<file path="config.mk">
export PLATFORM = sky130hd
export DESIGN_NAME = debounce_multi_flat
export DESIGN_NICKNAME = d
export VERILOG_FILES = /design/src/rtl/debounce_multi_if.sv /design/src/rtl/debounce_multi.sv /design/src/flat_wrapper.sv
export SDC_FILE = /design/constraint.sdc
export NUM_CORES = 1
export LEC_CHECK = 0
export ABC_AREA = 0
export CORE_ASPECT_RATIO = 0.6
export CORE_UTILIZATION = 60
export DETAILED_ROUTE_END_ITERATION = 10
export PLACE_DENSITY = 0.81
export SYNTH_ARGS = -nofsm -noshare
export SYNTH_HDL_FRONTEND = slang
export SYNTH_SLANG_ARGS = --single-unit
</file>
<file path="constraint.sdc">
create_clock -name clk -period 3.2 [get_ports clk]
set_input_delay 0.48 -clock clk [delete_from_list [all_inputs] [get_ports clk]]
set_output_delay 0.48 -clock clk [all_outputs]
set_load 0.005 [all_outputs]
</file>
<file path="src/rtl/debounce_multi_if.sv">
// Button inputs and conditioned outputs of debounce_multi, grouped as one port.
// No flow control: outputs are a debounced level plus one-clk event pulses.
interface debounce_multi_if #(
   parameter int N_CH = 4
);
   logic [N_CH-1:0] button;
   logic [N_CH-1:0] pressed;
   logic [N_CH-1:0] press;
   logic [N_CH-1:0] release_pulse;
   logic [N_CH-1:0] repeat_pulse;
   logic            tick;

   modport master (
      output button,
      input  pressed, press, release_pulse, repeat_pulse, tick
   );

   modport slave (
      input  button,
      output pressed, press, release_pulse, repeat_pulse, tick
   );
endinterface

</file>
<file path="src/rtl/debounce_multi.sv">
// N-channel button sync/debounce with press/release/auto-repeat pulses; latency 2 clk + THRESHOLD ticks.
// No backpressure: every event is a single-clk pulse that the consumer must take when it appears.
module debounce_multi #(
   parameter int N_CH          = 4,
   parameter int TICK_DIV      = 50000,
   parameter int THRESHOLD     = 3,
   parameter int ACTIVE_LOW    = 0,
   parameter int REPEAT_EN     = 1,
   parameter int REPEAT_DELAY  = 500,
   parameter int REPEAT_PERIOD = 100
) (
   input  logic             clk,
   input  logic             rst,
   debounce_multi_if.slave  bus
);
   localparam int PW   = (TICK_DIV > 1) ? $clog2(TICK_DIV) : 1;
   localparam int CW   = $clog2(THRESHOLD + 1);
   localparam int RMAX = (REPEAT_DELAY > REPEAT_PERIOD) ? REPEAT_DELAY : REPEAT_PERIOD;
   localparam int RW   = $clog2(RMAX + 1);

   localparam logic [PW-1:0]   P_LAST   = PW'(TICK_DIV - 1);
   localparam logic [CW-1:0]   C_LAST   = CW'(THRESHOLD - 1);
   localparam logic [N_CH-1:0] INACTIVE = {N_CH{ACTIVE_LOW != 0}};

   logic [PW-1:0]   pcnt;
   logic            tick;
   logic [N_CH-1:0] sync1, sync2, s;
   logic [CW-1:0]   scnt [N_CH];
   logic [N_CH-1:0] pressed_q, press_q, release_q, rpt;
   logic [N_CH-1:0] flip, rise, fall;

   assign tick = (pcnt == P_LAST);

   always_ff @(posedge clk or posedge rst) begin
      if (rst)       pcnt <= '0;
      else if (tick) pcnt <= '0;
      else           pcnt <= pcnt + 1'b1;
   end

   // Sync flops reset to the released level so a held button reads as a fresh press.
   always_ff @(posedge clk or posedge rst) begin
      if (rst) begin
         sync1 <= INACTIVE;
         sync2 <= INACTIVE;
      end else begin
         sync1 <= bus.button;
         sync2 <= sync1;
      end
   end

   assign s = sync2 ^ INACTIVE;

   always_comb begin
      flip = '0;
      for (int i = 0; i < N_CH; i++)
         flip[i] = tick && (s[i] != pressed_q[i]) && (scnt[i] == C_LAST);
   end

   assign rise = flip & s;
   assign fall = flip & ~s;

   always_ff @(posedge clk or posedge rst) begin
      if (rst) begin
         pressed_q <= '0;
         press_q   <= '0;
         release_q <= '0;
         for (int i = 0; i < N_CH; i++) scnt[i] <= '0;
      end else begin
         pressed_q <= pressed_q ^ flip;
         press_q   <= rise;
         release_q <= fall;
         for (int i = 0; i < N_CH; i++) begin
            if (tick) begin
               if ((s[i] == pressed_q[i]) || (scnt[i] == C_LAST)) scnt[i] <= '0;
               else                                              scnt[i] <= scnt[i] + 1'b1;
            end
         end
      end
   end

   generate
      if (REPEAT_EN != 0) begin : g_rpt
         typedef enum logic [1:0] {S_IDLE, S_WAIT, S_REPEATING} rstate_t;

         localparam logic [RW-1:0] D_LAST = RW'(REPEAT_DELAY - 1);
         localparam logic [RW-1:0] R_LAST = RW'(REPEAT_PERIOD - 1);

         rstate_t         st   [N_CH];
         logic [RW-1:0]   rcnt [N_CH];
         logic [N_CH-1:0] rpt_q;

         // Release is checked first so it suppresses a repeat due on the same tick.
         always_ff @(posedge clk or posedge rst) begin
            if (rst) begin
               rpt_q <= '0;
               for (int i = 0; i < N_CH; i++) begin
                  st[i]   <= S_IDLE;
                  rcnt[i] <= '0;
               end
            end else begin
               rpt_q <= '0;
               for (int i = 0; i < N_CH; i++) begin
                  if (fall[i]) begin
                     st[i]   <= S_IDLE;
                     rcnt[i] <= '0;
                  end else if (rise[i]) begin
                     st[i]   <= S_WAIT;
                     rcnt[i] <= '0;
                  end else if (tick) begin
                     case (st[i])
                        S_WAIT: begin
                           if (rcnt[i] == D_LAST) begin
                              rpt_q[i] <= 1'b1;
                              st[i]    <= S_REPEATING;
                              rcnt[i]  <= '0;
                           end else begin
                              rcnt[i]  <= rcnt[i] + 1'b1;
                           end
                        end
                        S_REPEATING: begin
                           if (rcnt[i] == R_LAST) begin
                              rpt_q[i] <= 1'b1;
                              rcnt[i]  <= '0;
                           end else begin
                              rcnt[i]  <= rcnt[i] + 1'b1;
                           end
                        end
                        default: rcnt[i] <= '0;
                     endcase
                  end
               end
            end
         end

         assign rpt = rpt_q;
      end else begin : g_no_rpt
         assign rpt = '0;
      end
   endgenerate

   assign bus.pressed       = pressed_q;
   assign bus.press         = press_q;
   assign bus.release_pulse = release_q;
   assign bus.repeat_pulse  = rpt;
   assign bus.tick          = tick;
endmodule

</file>
<file path="src/flat_wrapper.sv">
// flat-port wrapper written by rule: the top's interface ports become plain ports
module debounce_multi_flat 
#(
   parameter int N_CH          = 4,
   parameter int TICK_DIV      = 50000,
   parameter int THRESHOLD     = 3,
   parameter int ACTIVE_LOW    = 0,
   parameter int REPEAT_EN     = 1,
   parameter int REPEAT_DELAY  = 500,
   parameter int REPEAT_PERIOD = 100
)
  (clk, rst, bus_button, bus_pressed, bus_press, bus_release_pulse, bus_repeat_pulse, bus_tick);
  debounce_multi_if #(.N_CH(N_CH)) bus_i ();
  input  logic clk;
  input  logic rst;
  input wire logic [$bits(bus_i.button)-1:0] bus_button;
  output wire logic [$bits(bus_i.pressed)-1:0] bus_pressed;
  output wire logic [$bits(bus_i.press)-1:0] bus_press;
  output wire logic [$bits(bus_i.release_pulse)-1:0] bus_release_pulse;
  output wire logic [$bits(bus_i.repeat_pulse)-1:0] bus_repeat_pulse;
  output wire logic [$bits(bus_i.tick)-1:0] bus_tick;
  assign bus_i.button = bus_button;
  assign bus_pressed = bus_i.pressed;
  assign bus_press = bus_i.press;
  assign bus_release_pulse = bus_i.release_pulse;
  assign bus_repeat_pulse = bus_i.repeat_pulse;
  assign bus_tick = bus_i.tick;
  debounce_multi #(.N_CH(N_CH), .TICK_DIV(TICK_DIV), .THRESHOLD(THRESHOLD), .ACTIVE_LOW(ACTIVE_LOW), .REPEAT_EN(REPEAT_EN), .REPEAT_DELAY(REPEAT_DELAY), .REPEAT_PERIOD(REPEAT_PERIOD)) u_core (.clk(clk), .rst(rst), .bus(bus_i));
endmodule
</file>
# After elaboration in Yosys (flattened, before gate mapping)
# Cells that the tools add are included.
totals:
  register_bits: 92
  wordCells: 162
  inputBits: 6
op_classes:
  add_sub_neg: 9
  n_reduce_logical: 28
  bitwise_logic: 4
  n_mux: 73
  eq_ne: 29
ops:
  columns: ["op", "n"]
  rows:
  - ["$mux W9", 20]
  - ["$pmux W9 S2", 4]
  - ["$mux W2", 24]
  - ["$add A9 B1 Y9 const B", 4]
  - ["$eq A9 B7 Y1 const B", 4]
  - ["$eq A9 B9 Y1 const B", 4]
  - ["$reduce_bool A3 Y1", 12]
  - ["$mux W1", 20]
  - ["$add A16 B1 Y16 const B", 1]
  - ["$eq A16 B16 Y1 const B", 1]
  - ["$eq A2 B2 Y1 const B", 8]
  - ["$mux W16", 1]
  - ["$reduce_and A3 Y1", 4]
  - ["$add A2 B1 Y2 const B", 4]
  - ["$and A4 B4 Y4", 2]
  - ["$eq A2 B1 Y1 const B", 4]
  - ["$logic_and A1 B1 Y1", 8]
  - ["$pmux W1 S2", 4]
  - ["$eq A1 B1 Y1", 4]
  - ["$logic_or A1 B1 Y1", 4]
  - ["$ne A1 B1 Y1", 4]
  - ["$not A4 Y4", 1]
  - ["$xor A4 B4 Y4", 1]

# Depth between registers and ports, before layout
# Gate-level depths: netlist of run 1.
depth:
  depth_word: 6
  mapped_depth: 9
  mapped_depth_nobuf: 7

# Least setup slack after synthesis of run 1
# Ideal clock, no wire load.
synth_timing:
  kind: "register to output"
  from: "register u_core.pcnt[0]"
  to: "output port bus_tick"
  setup_slack_ns: 1.354
  stages_incl_launch_ff: 7
  t_arrival_ns: 1.366
  n_path_buf: 2
  cell_sequence: "dfrtp_1 ha_1 and3_1 nand4_4 inv_2 buf_4 buf_2"
synth_between:
  elab_chain_cells: 1
synth_lines:
  columns: ["item", "line_no", "text"]
  rows:
  - ["from (decl)", "debounce_multi.sv:25", "logic [PW-1:0] pcnt;"]
  - ["from (signal assigned)", "debounce_multi.sv:37", "else pcnt <= pcnt + 1'b1;"]
  - ["$eq A16 B16 Y1", "debounce_multi.sv:32", "assign tick = (pcnt == P_LAST);"]
  - ["to (decl)", "flat_wrapper.sv:21", "output wire logic [$bits(bus_i.tick)-1:0] bus_tick;"]
# Every way passes these cells.

# Worst setup path in the final report of run 1
# Ends and elaborated chain as after synthesis.

==> results of run 1 <==
## power by group through the flow
stage / Combinational [mW] / Sequential [mW] / Clock [mW]
2_1_floorplan: 0.0224 / 1.19 / 0
3_3_place_gp: 0.0383 / 1.19 / 0
3_5_place_dp: 0.0398 / 1.19 / 0
4_1_cts: 0.0394 / 1.17 / 1.09
5_1_grt: 0.0440 / 1.17 / 1.14
6_report: 0.0376 / 1.17 / 1.07
## sequential cells by signal, summed over array words and instances (netlist names)
register / cells
u_core.bus.press: 4
u_core.bus.pressed: 4
u_core.bus.release_pulse: 4
u_core.bus.repeat_pulse: 4
u_core.g_rpt.rcnt: 36
u_core.g_rpt.st: 8
u_core.pcnt: 16
u_core.s: 4
u_core.scnt: 8
u_core.sync1: 4
## per-stage QoR
stage,cell area [um^2],hold slack (ps),cells,setup slack [ps]
final,5220,351,588,558
after global routing,5220,361,588,450
after CTS,5220,352,588,559
after detailed placement,4910,338,572,941
after global placement,4910,335,572,1020
after floorplan,4610,331,454,328
## layer usage
layer	vias up	global-route usage [%]
li1	1680	-
met1	1678	38.1
met2	132	38.2
met3	10	7.12
met4	0	8.80
met5	-	0
## cell type report
type	count	area, um^2
flip-flops and latches	92	2300
multi-input cells	331	2150
fillers	528	2140
repair buffers	26	263
clock buffers	10	239
well taps	104	130
inverters	19	72.6
clock inverters	6	63.8
## cells by family (layout without fill, tap and decap cells)
kind of cell / after synthesis / count (layout) / synth area share [%]
AO/OA/AOI/OAI: 69 / 69 / 10.4
XOR/XNOR: 37 / 37 / 7.03
adder cells (fa/ha/maj): 17 / 17 / 4.61
buffers and inverters: 31 / 61 / 3.50
flip-flops: 92 / 92 / 49.9
multiplexers: 1 / 1 / 0.244
AND/OR/NAND/NOR: 207 / 207 / 24.3
## critical path: stages (launching register included)
cell and delay [ps]:
sky130_fd_sc_hd__dfrtp_1 370, sky130_fd_sc_hd__ha_1 180, sky130_fd_sc_hd__and3_1 300, sky130_fd_sc_hd__nand4_4 130
sky130_fd_sc_hd__inv_2 280, sky130_fd_sc_hd__clkdlybuf4s50_1 560
## synthesized netlist by cell type (all sizes together), types with 2 or more instances
cell    instances
a221o           3
nor4            3
xnor2          15
nand2          47
o31ai           5
and4bb          2
o21ai          18
nand2b          4
or4             4
and4            3
a21oi          10
a32oi           3
o41ai           5
and3           16
xor2           22
clkbuf          3
dfrtp          92
o21a            2
a31oi           3
nand4b          4
a21boi          5
nand3          32
a21o            3
nor4b           2
nor3b           8
buf             9
ha             17
inv            19
and3b           2
a22o            3
nand4          18
and2            7
nor3           14
nor2           40
o22ai           3
## path summary, 6_finish.rpt
kind / startpoint / endpoint / slack [ps] / depth (start not counted)
worst min-delay path: u_core.sync1[1] / u_core.s[1] / 350 / 0
max in group asynchronous: rst / u_core.s[1] / 1980 / 3
worst min register to register: u_core.sync1[1] / u_core.s[1] / 350 / 0
worst max register to register: u_core.pcnt[0] / u_core.g_rpt.rcnt[34] / 870 / 8
min in group asynchronous: rst / u_core.g_rpt.rcnt[17] / 500 / 2
worst max-delay path: u_core.pcnt[0] / bus_tick / 560 / 5
==> results.yml, run 1 <==
status:
  outcome: "finished, final reports clean"
logic_synthesis:
  synth_warnings: 0
  synth-edff-count: 0
  share_of_synthesized_flip_flops_with_an_asynchronous_set_or_reset_pct: 100
  yosys_most_used_dff: "sky130_fd_sc_hd__dfrtp_1"
  synth.top_cell.area_share_pct: 49.9
  synth-seq-area-share_pct: 49.9
  netlist-cell-type-count: 51
  synth_top_cell_by_area: "sky130_fd_sc_hd__dfrtp_1"
  synthesis.nets: 477
  syn-mean-instance-area_um2: 10.2
  synthesis.instances: 454
  yosys-top-cells-area: "sky130_fd_sc_hd__dfrtp_1, sky130_fd_sc_hd__ha_1, sky130_fd_sc_hd__xor2_1, sky130_fd_sc_hd__nand2_1, sky130_fd_sc_hd__nand3_1"
  post_synth_instance_area_um2: 4610
  yosys_register_bits: 92
clock_network:
  tritoncts: "yes"
  postCtsHoldBufs: 0
  worst_setup_hold_path_clk_slew_ps: 60
  htreeDepth: 3
  postCtsResizedCells: 0
  cts_sinks: 92
  cts_buffers: 9
  cts.path.max_buffers: 2
  clk_latency_ps: 340
  cts_setup_buffers: 0
  clock_tree_root_driver_cell: "sky130_fd_sc_hd__clkbuf_16"
sta:
  clock.fmax_ghz: 0.378
  period_share_pct: 82.6
  finClkSkew_ps: 6.90
  finalHoldViolCount: 0
  tns_ps: 0
  slew-limit-headroom_pct: 57.9
  timing.final.max_slew_violations: 0
  grt_setup_unrepaired: "no"
  final-setup-viol-count: 0
  worstMarginPinSlew_ps: 626
  period_needed_ps: 2640
power:
  cell_internal_power_mw: 1.80
  peakVddDrop_mv: 0.371
  power.sequential.fraction_pct: 51.5
  design_power_total_mw: 2.28
  switchingPower_uw: 474
  power.combinational.fraction_pct: 1.7
  power_switching_share_pct: 20.8
  power.density_nw_per_um2: 437
  power_frac_clock_pct: 46.8
  leakage_power_figure_nw: 2.33
setup_path:
  worstSetupStartpointType: "flip-flop"
  critical_path_arrival_ps: 2160
  timing.critical_path.to_type: "primary output"
  timing.critical_path.required_ps: 2720
  worst-path-max-fanout: 16
  crit_type: "flip-flop to primary output"
layout:
  final_net_count: 502
  layout-drive-gt1-share_pct: 7.02
  syn2layout_area_growth_pct: 13.2
  diodes: 0
  utilization_pct: 70.9
  mostFrequentLayoutCell: "sky130_fd_sc_hd__dfrtp_1"
  final_cell_mix: "sky130_fd_sc_hd__dfrtp_1, sky130_fd_sc_hd__nand2_1, sky130_fd_sc_hd__nor2_1, sky130_fd_sc_hd__nand3_1"
drt:
  drt-initial-drc-count: 260
  route.vias.total: 3500
  routed_wire_length_um: 9450
  post_drt_via_cell_ratio: 5.95
  detail_route.drc_violations: 0
  met1Wirelength_um: 4590
  route.met2.wl_um: 4200
  dr.max_layer_used: "met4"
  routed_length_on_met3_um: 587
  detail_route.wl_per_cell_um: 16.1
  postRouteAntennaNets: 0
  drt_pre_antenna_iters: 4
min_path:
  hp-class: "flip-flop to flip-flop"
floorplan:
  die_h_um: 69.9
  core-area_um2: 7360
  die_area_um2: 8050
  boundaryPins: 23
  initial_utilization_pct: 62.7
  die_width_um: 115
  rows: 24
global_route:
  grt_first_pass_wirelength_um: 16200
  antenna_found_initial: 0
  global_route.usage.total_pct: 26.3
  grt_max_degree: 61
  grt_residual_overflow: 0
  grt_pass1_vias: 3300
placed_design:
  io_buffers: 22
  detailedPlacementHpwl_um: 6410
  place_congestion: 0.852
run:
  cap_viol_max_count: 0
No activity file was read; power rests on OpenSTA's default activity.
==> inputs of run 2 (changes only) <==
==> constraint.sdc (replaced) <==
create_clock -name clk -period 2.7 [get_ports clk]
set_input_delay 0.405 -clock clk [delete_from_list [all_inputs] [get_ports clk]]
set_output_delay 0.405 -clock clk [all_outputs]
set_load 0.005 [all_outputs]
==> results.yml, run 2 (synthesis results as in run 1) <==
status:
  outcome: "finished, final reports clean"
floorplan:
  die_width_um: 115
  initial_utilization_pct: 62.7
  rows: 24
  core-area_um2: 7360
  die_h_um: 69.9
  die_area_um2: 8050
  boundaryPins: 23
global_route:
  grt_residual_overflow: 0
  global_route.usage.total_pct: 26.0
  grt_pass1_vias: 3435
  grt_first_pass_wirelength_um: 16000
  grt_max_degree: 93
  antenna_found_initial: 0
drt:
  drt_pre_antenna_iters: 5
  detail_route.drc_violations: 0
  route.vias.total: 3453
  detail_route.wl_per_cell_um: 15.6
  post_drt_via_cell_ratio: 5.87
  postRouteAntennaNets: 0
  drt-initial-drc-count: 345
  routed_wire_length_um: 9190
placed_design:
  detailedPlacementHpwl_um: 6150
  place_worst_setup_slack_ps: 423
  placed_area_um2: 4920
  io_buffers: 22
  place_congestion: 0.865
setup_path:
  worstSetupStartpointType: "flip-flop"
  timing.critical_path.required_ps: 2300
  crit_type: "flip-flop to primary output"
  timing.critical_path.to_type: "primary output"
  critical_path_arrival_ps: 2040
  worst-path-max-fanout: 12
sta:
  tns_ps: 0
  period_needed_ps: 2440
  timing.final.max_slew_violations: 0
  grt_setup_unrepaired: "no"
  clock.fmax_ghz: 0.409
  finClkSkew_ps: 4.07
  slew-limit-headroom_pct: 53.8
  final-setup-viol-count: 0
  setup_ws_ps: 258
  worstMarginPinSlew_ps: 687
  finalHoldViolCount: 0
  timing.hold.ws_ps: 349
  period_share_pct: 90.5
power:
  switchingPower_uw: 521
  leakage_power_figure_nw: 2.32
  power.combinational.fraction_pct: 1.7
  peakVddDrop_mv: 0.358
  power_switching_share_pct: 19.6
  power_frac_clock_pct: 46.0
  power.density_nw_per_um2: 510
  cell_internal_power_mw: 2.14
  power.sequential.fraction_pct: 52.4
clock_network:
  tritoncts: "yes"
  postCtsResizedCells: 0
  clock_tree_root_driver_cell: "sky130_fd_sc_hd__clkbuf_16"
  cts_setup_buffers: 0
  clk_latency_ps: 340
  worst_setup_hold_path_clk_slew_ps: 60
  postCtsHoldBufs: 0
  cts.path.max_buffers: 2
  cts_buffers: 9
  htreeDepth: 3
  cts_sinks: 92
layout:
  n_fill_cell: 552
  final_cell_mix: "sky130_fd_sc_hd__dfrtp_1, sky130_fd_sc_hd__nand2_1, sky130_fd_sc_hd__nor2_1, sky130_fd_sc_hd__nand3_1"
  mostFrequentLayoutCell: "sky130_fd_sc_hd__dfrtp_1"
  syn2layout_area_growth_pct: 13.0
  final_std_cell_area_no_fill_um2: 5210
  multi_input_comb_area_um2: 2150
  diodes: 0
  largest_register_ffs: 36
  top_regs: "u_core.g_rpt.rcnt (36), u_core.pcnt (16)"
  layout-drive-gt1-share_pct: 6.40
  final_net_count: 503
  utilization_pct: 70.8
  top_register: "u_core.g_rpt.rcnt"
  final-seq-area_um2: 2300
run:
  cap_viol_max_count: 0
min_path:
  hp-class: "flip-flop to flip-flop"
-- run 2: per-layer routing --
| layer | GRT usage [%] | vias to the layer above | wire length (um) |
|---|---|---|---|
| met3 | 9.03 | 8 | 405 |
| met4 | 7.94 | 0 | 54 |
| met5 | 0 | - | 0 |
| met1 | 36.3 | 1697 | 4540 |
| met2 | 38.4 | 63 | 4180 |
| li1 | - | 1685 | - |
-- run 2: stage by stage --
stage	power [mW]	std cells
4_1_cts	2.69	588
6_report	2.66	588
3_3_place_gp	1.46	573
5_1_grt	2.76	588
2_1_floorplan	1.44	454
3_5_place_dp	1.46	573
-- run 2: path summary, 6_finish.rpt --
path	startpoint	to	slack (ps)	cells after the start
max in group asynchronous	rst	u_core.g_rpt.st[3]	1770	3
min reg2reg	u_core.sync1[0]	u_core.s[0]	350	0
max reg2reg	u_core.pcnt[0]	u_core.g_rpt.rcnt[35]	380	8
max	u_core.pcnt[0]	bus_tick	260	5
min in group asynchronous	rst	u_core.pcnt[6]	520	3
min	u_core.sync1[0]	u_core.s[0]	350	0
-- run 2: critical path, cell delays in order (launching register included) --
cell and delay (ps):
sky130_fd_sc_hd__dfrtp_1 380, sky130_fd_sc_hd__ha_1 200, sky130_fd_sc_hd__and3_1 290, sky130_fd_sc_hd__nand4_4 230, sky130_fd_sc_hd__inv_2 110, sky130_fd_sc_hd__clkdlybuf4s50_1 500
-- run 2: final cells by class --
class / instances / area share (%)
clock buffers: 13 / 4.80
inverters: 19 / 1.44
flip-flops and latches: 92 / 44.2
repair buffers: 27 / 5.19
multi-input cells: 331 / 41.2
well taps: 104 / 2.50
clock inverters: 2 / 0.673
-- run 2: power by group through the flow --
stage | registers, mW | logic [mW] | clock network (mW)
6_report | 1.39 | 0.0442 | 1.22
5_1_grt | 1.39 | 0.0527 | 1.31
4_1_cts | 1.39 | 0.0468 | 1.25
3_5_place_dp | 1.42 | 0.0464 | 0
3_3_place_gp | 1.42 | 0.0456 | 0
2_1_floorplan | 1.41 | 0.0269 | 0
==> inputs of run 3 (changes only) <==
--- a/config.mk
+++ b/config.mk
@@ -7,9 +7,10 @@
 export LEC_CHECK = 0
 export ABC_AREA = 0
 export CORE_ASPECT_RATIO = 0.6
-export CORE_UTILIZATION = 60
+export CORE_UTILIZATION = 54
 export DETAILED_ROUTE_END_ITERATION = 10
-export PLACE_DENSITY = 0.81
+export PLACE_DENSITY = 0.77
+export SETUP_SLACK_MARGIN = 0.5
 export SYNTH_ARGS = -nofsm -noshare
 export SYNTH_HDL_FRONTEND = slang
 export SYNTH_SLANG_ARGS = --single-unit
==> constraint.sdc (replaced) <==
create_clock -name clk -period 2.05 [get_ports clk]
set_input_delay 0.3075 -clock clk [delete_from_list [all_inputs] [get_ports clk]]
set_output_delay 0.3075 -clock clk [all_outputs]
set_load 0.005 [all_outputs]
==> results.yml, run 3 (synthesis results as in run 1) <==
status:
  outcome: "finished, final reports clean"
power:
  leakage_power_figure_nw: 2.82
  peakVddDrop_mv: 0.641
  power.density_nw_per_um2: 601
layout:
  utilization_pct: 78.2
  largest_register_ffs: 36
  mostFrequentLayoutCell: "sky130_fd_sc_hd__dfrtp_1"
  diodes: 0
  final_cell_mix: "sky130_fd_sc_hd__dfrtp_1, sky130_fd_sc_hd__buf_4, sky130_fd_sc_hd__nand2_1, sky130_fd_sc_hd__nor2_1, sky130_fd_sc_hd__nand3_1"
  post_route_insts_no_fill: 649
  layout-drive-gt1-share_pct: 30.3
  final_net_count: 559
  syn2layout_area_growth_pct: 36.9
  top_register: "u_core.g_rpt.rcnt"
  top_regs: "u_core.g_rpt.rcnt (36), u_core.pcnt (16)"
drt:
  routed_wire_length_um: 12100
  postRouteAntennaNets: 0
  detail_route.drc_violations: 0
  detail_route.wl_per_cell_um: 18.7
  drt-initial-drc-count: 373
  drt_pre_antenna_iters: 5
  post_drt_via_cell_ratio: 6.00
  route.vias.total: 3896
clock_network:
  clk_latency_ps: 350
  worst_setup_hold_path_clk_slew_ps: 60
  cts_sinks: 92
  htreeDepth: 3
  clock_tree_root_driver_cell: "sky130_fd_sc_hd__clkbuf_16"
  tritoncts: "yes"
  cts_buffers: 9
  cts.path.max_buffers: 2
sta:
  finalHoldViolCount: 0
  tns_ps: 0
  period_share_pct: 93.2
  timing.final.max_slew_violations: 0
  finClkSkew_ps: 8.73
  clock.fmax_ghz: 0.523
  slew-limit-headroom_pct: 68.2
  final-setup-viol-count: 0
  period_needed_ps: 1910
  grt_setup_unrepaired: "yes"
  worstMarginPinSlew_ps: 477
setup_path:
  worstReg2RegEnd: "u_core.g_rpt.rcnt[12]"
  worst_r2r_startpoint: "u_core.pcnt[1]"
  timing.critical_path.to_type: "flip-flop"
  worstSetupStartpointType: "flip-flop"
  crit_type: "flip-flop to flip-flop"
  worst-path-max-fanout: 6
  timing.critical_path.required_ps: 2270
  ff2ff_setup_slack_ps: 140
  critical_path_arrival_ps: 2140
  r2r_cells: 10
run:
  cap_viol_max_count: 0
global_route:
  antenna_found_initial: 0
  grt_residual_overflow: 0
  grt_max_degree: 41
  global_route.usage.total_pct: 28.4
  grt_pass1_vias: 3755
  grt_first_pass_wirelength_um: 19100
placed_design:
  io_buffers: 22
  cell_total_after_placement: 587
  place_congestion: 0.821
  detailedPlacementHpwl_um: 6590
floorplan:
  initial_utilization_pct: 57.1
  core-area_um2: 8070
  die_area_um2: 8920
  die_h_um: 73.6
  rows: 25
  die_width_um: 121
  boundaryPins: 23
min_path:
  hp-class: "input port to asynchronous set/reset pin"
-- run 3: cell count changes in the layout (fill, tap and decap cells not counted), sizes merged --
cell           delta
buf              +55
clkdlybuf4s50     -5
dlygate4sd2       +3
bufinv            +2
clkbuf            -2
clkinv            +2
a32o              +1
dlymetal6s2s      +1
inv               -1
o21bai            +1
-- run 3: per-layer routing --
| layer | share of wire (%) | GRT usage [%] |
|---|---|---|
| met5 | 0 | 0 |
| met4 | 1.7 | 8.92 |
| met3 | 4.2 | 6.44 |
| met2 | 51 | 48.1 |
| met1 | 43 | 36.9 |
-- run 3: critical path, cell delays in order (launching register included) --
cell and delay, ps:
sky130_fd_sc_hd__dfrtp_1 390, sky130_fd_sc_hd__ha_2 200, sky130_fd_sc_hd__and3_4 160, sky130_fd_sc_hd__nand4_4 150
sky130_fd_sc_hd__clkinv_4 70, sky130_fd_sc_hd__buf_8 130, sky130_fd_sc_hd__buf_4 130, sky130_fd_sc_hd__buf_8 130
sky130_fd_sc_hd__and2_4 150, sky130_fd_sc_hd__a32oi_1 170, sky130_fd_sc_hd__o21ai_0 100
-- run 3: worst max-delay path by stage --
stage / slack (ps) / cells after the start / start / endpoint
CTS: 190 / 5 / u_core.pcnt[5] / u_core.scnt[0]
finish: 140 / 10 / u_core.pcnt[1] / u_core.g_rpt.rcnt[12]
global route: 60 / 8 / u_core.pcnt[7] / u_core.g_rpt.rcnt[30]
global placement: 110 / 6 / u_core.pcnt[11] / u_core.g_rpt.rcnt[32]
detailed placement: 30 / 7 / u_core.pcnt[0] / u_core.g_rpt.rcnt[32]
floorplan: 360 / 5 / u_core.pcnt[4] / u_core.scnt[6]
-- run 3: layout make-up --
cell class / instances / area (um^2)
clock inverters: 5 / 100
multi-input cells: 333 / 2660
inverters: 19 / 80.1
flip-flops and latches: 92 / 2310
well taps: 108 / 135
clock buffers: 11 / 233
repair buffers: 81 / 787
fillers: 482 / 1760
-- run 3: timing repair --
action | in CTS | in global routing
gates resized for setup | 72 | 29
endpoints found under the hold margin | 0 | 0
setup buffers | 26 | 18
endpoints found under the setup margin | 75 | 78
gates cloned | 2 | 0
pin swaps | 14 | 17
hold buffers | 0 | 0
-- run 3: stage by stage --
| step | instance area (um^2) | power [mW] | worst slack (ps) | hold WS [ps] |
|---|---|---|---|---|
| floorplan | 4840 | 1.90 | 360 | 331 |
| global route | 6310 | 3.90 | 63.0 | 353 |
| finish | 6310 | 3.79 | 139 | 325 |
| detailed placement | 5230 | 1.94 | 30.8 | 337 |
| CTS | 6070 | 3.80 | 188 | 331 |
| global placement | 5230 | 1.93 | 113 | 332 |
-- run 3: power by group --
group | internal, mW | switching, mW
clock network | 1.19 | 0.702
logic | 0.0233 | 0.0467
registers | 1.82 | 0.00968
total | 3.04 | 0.758
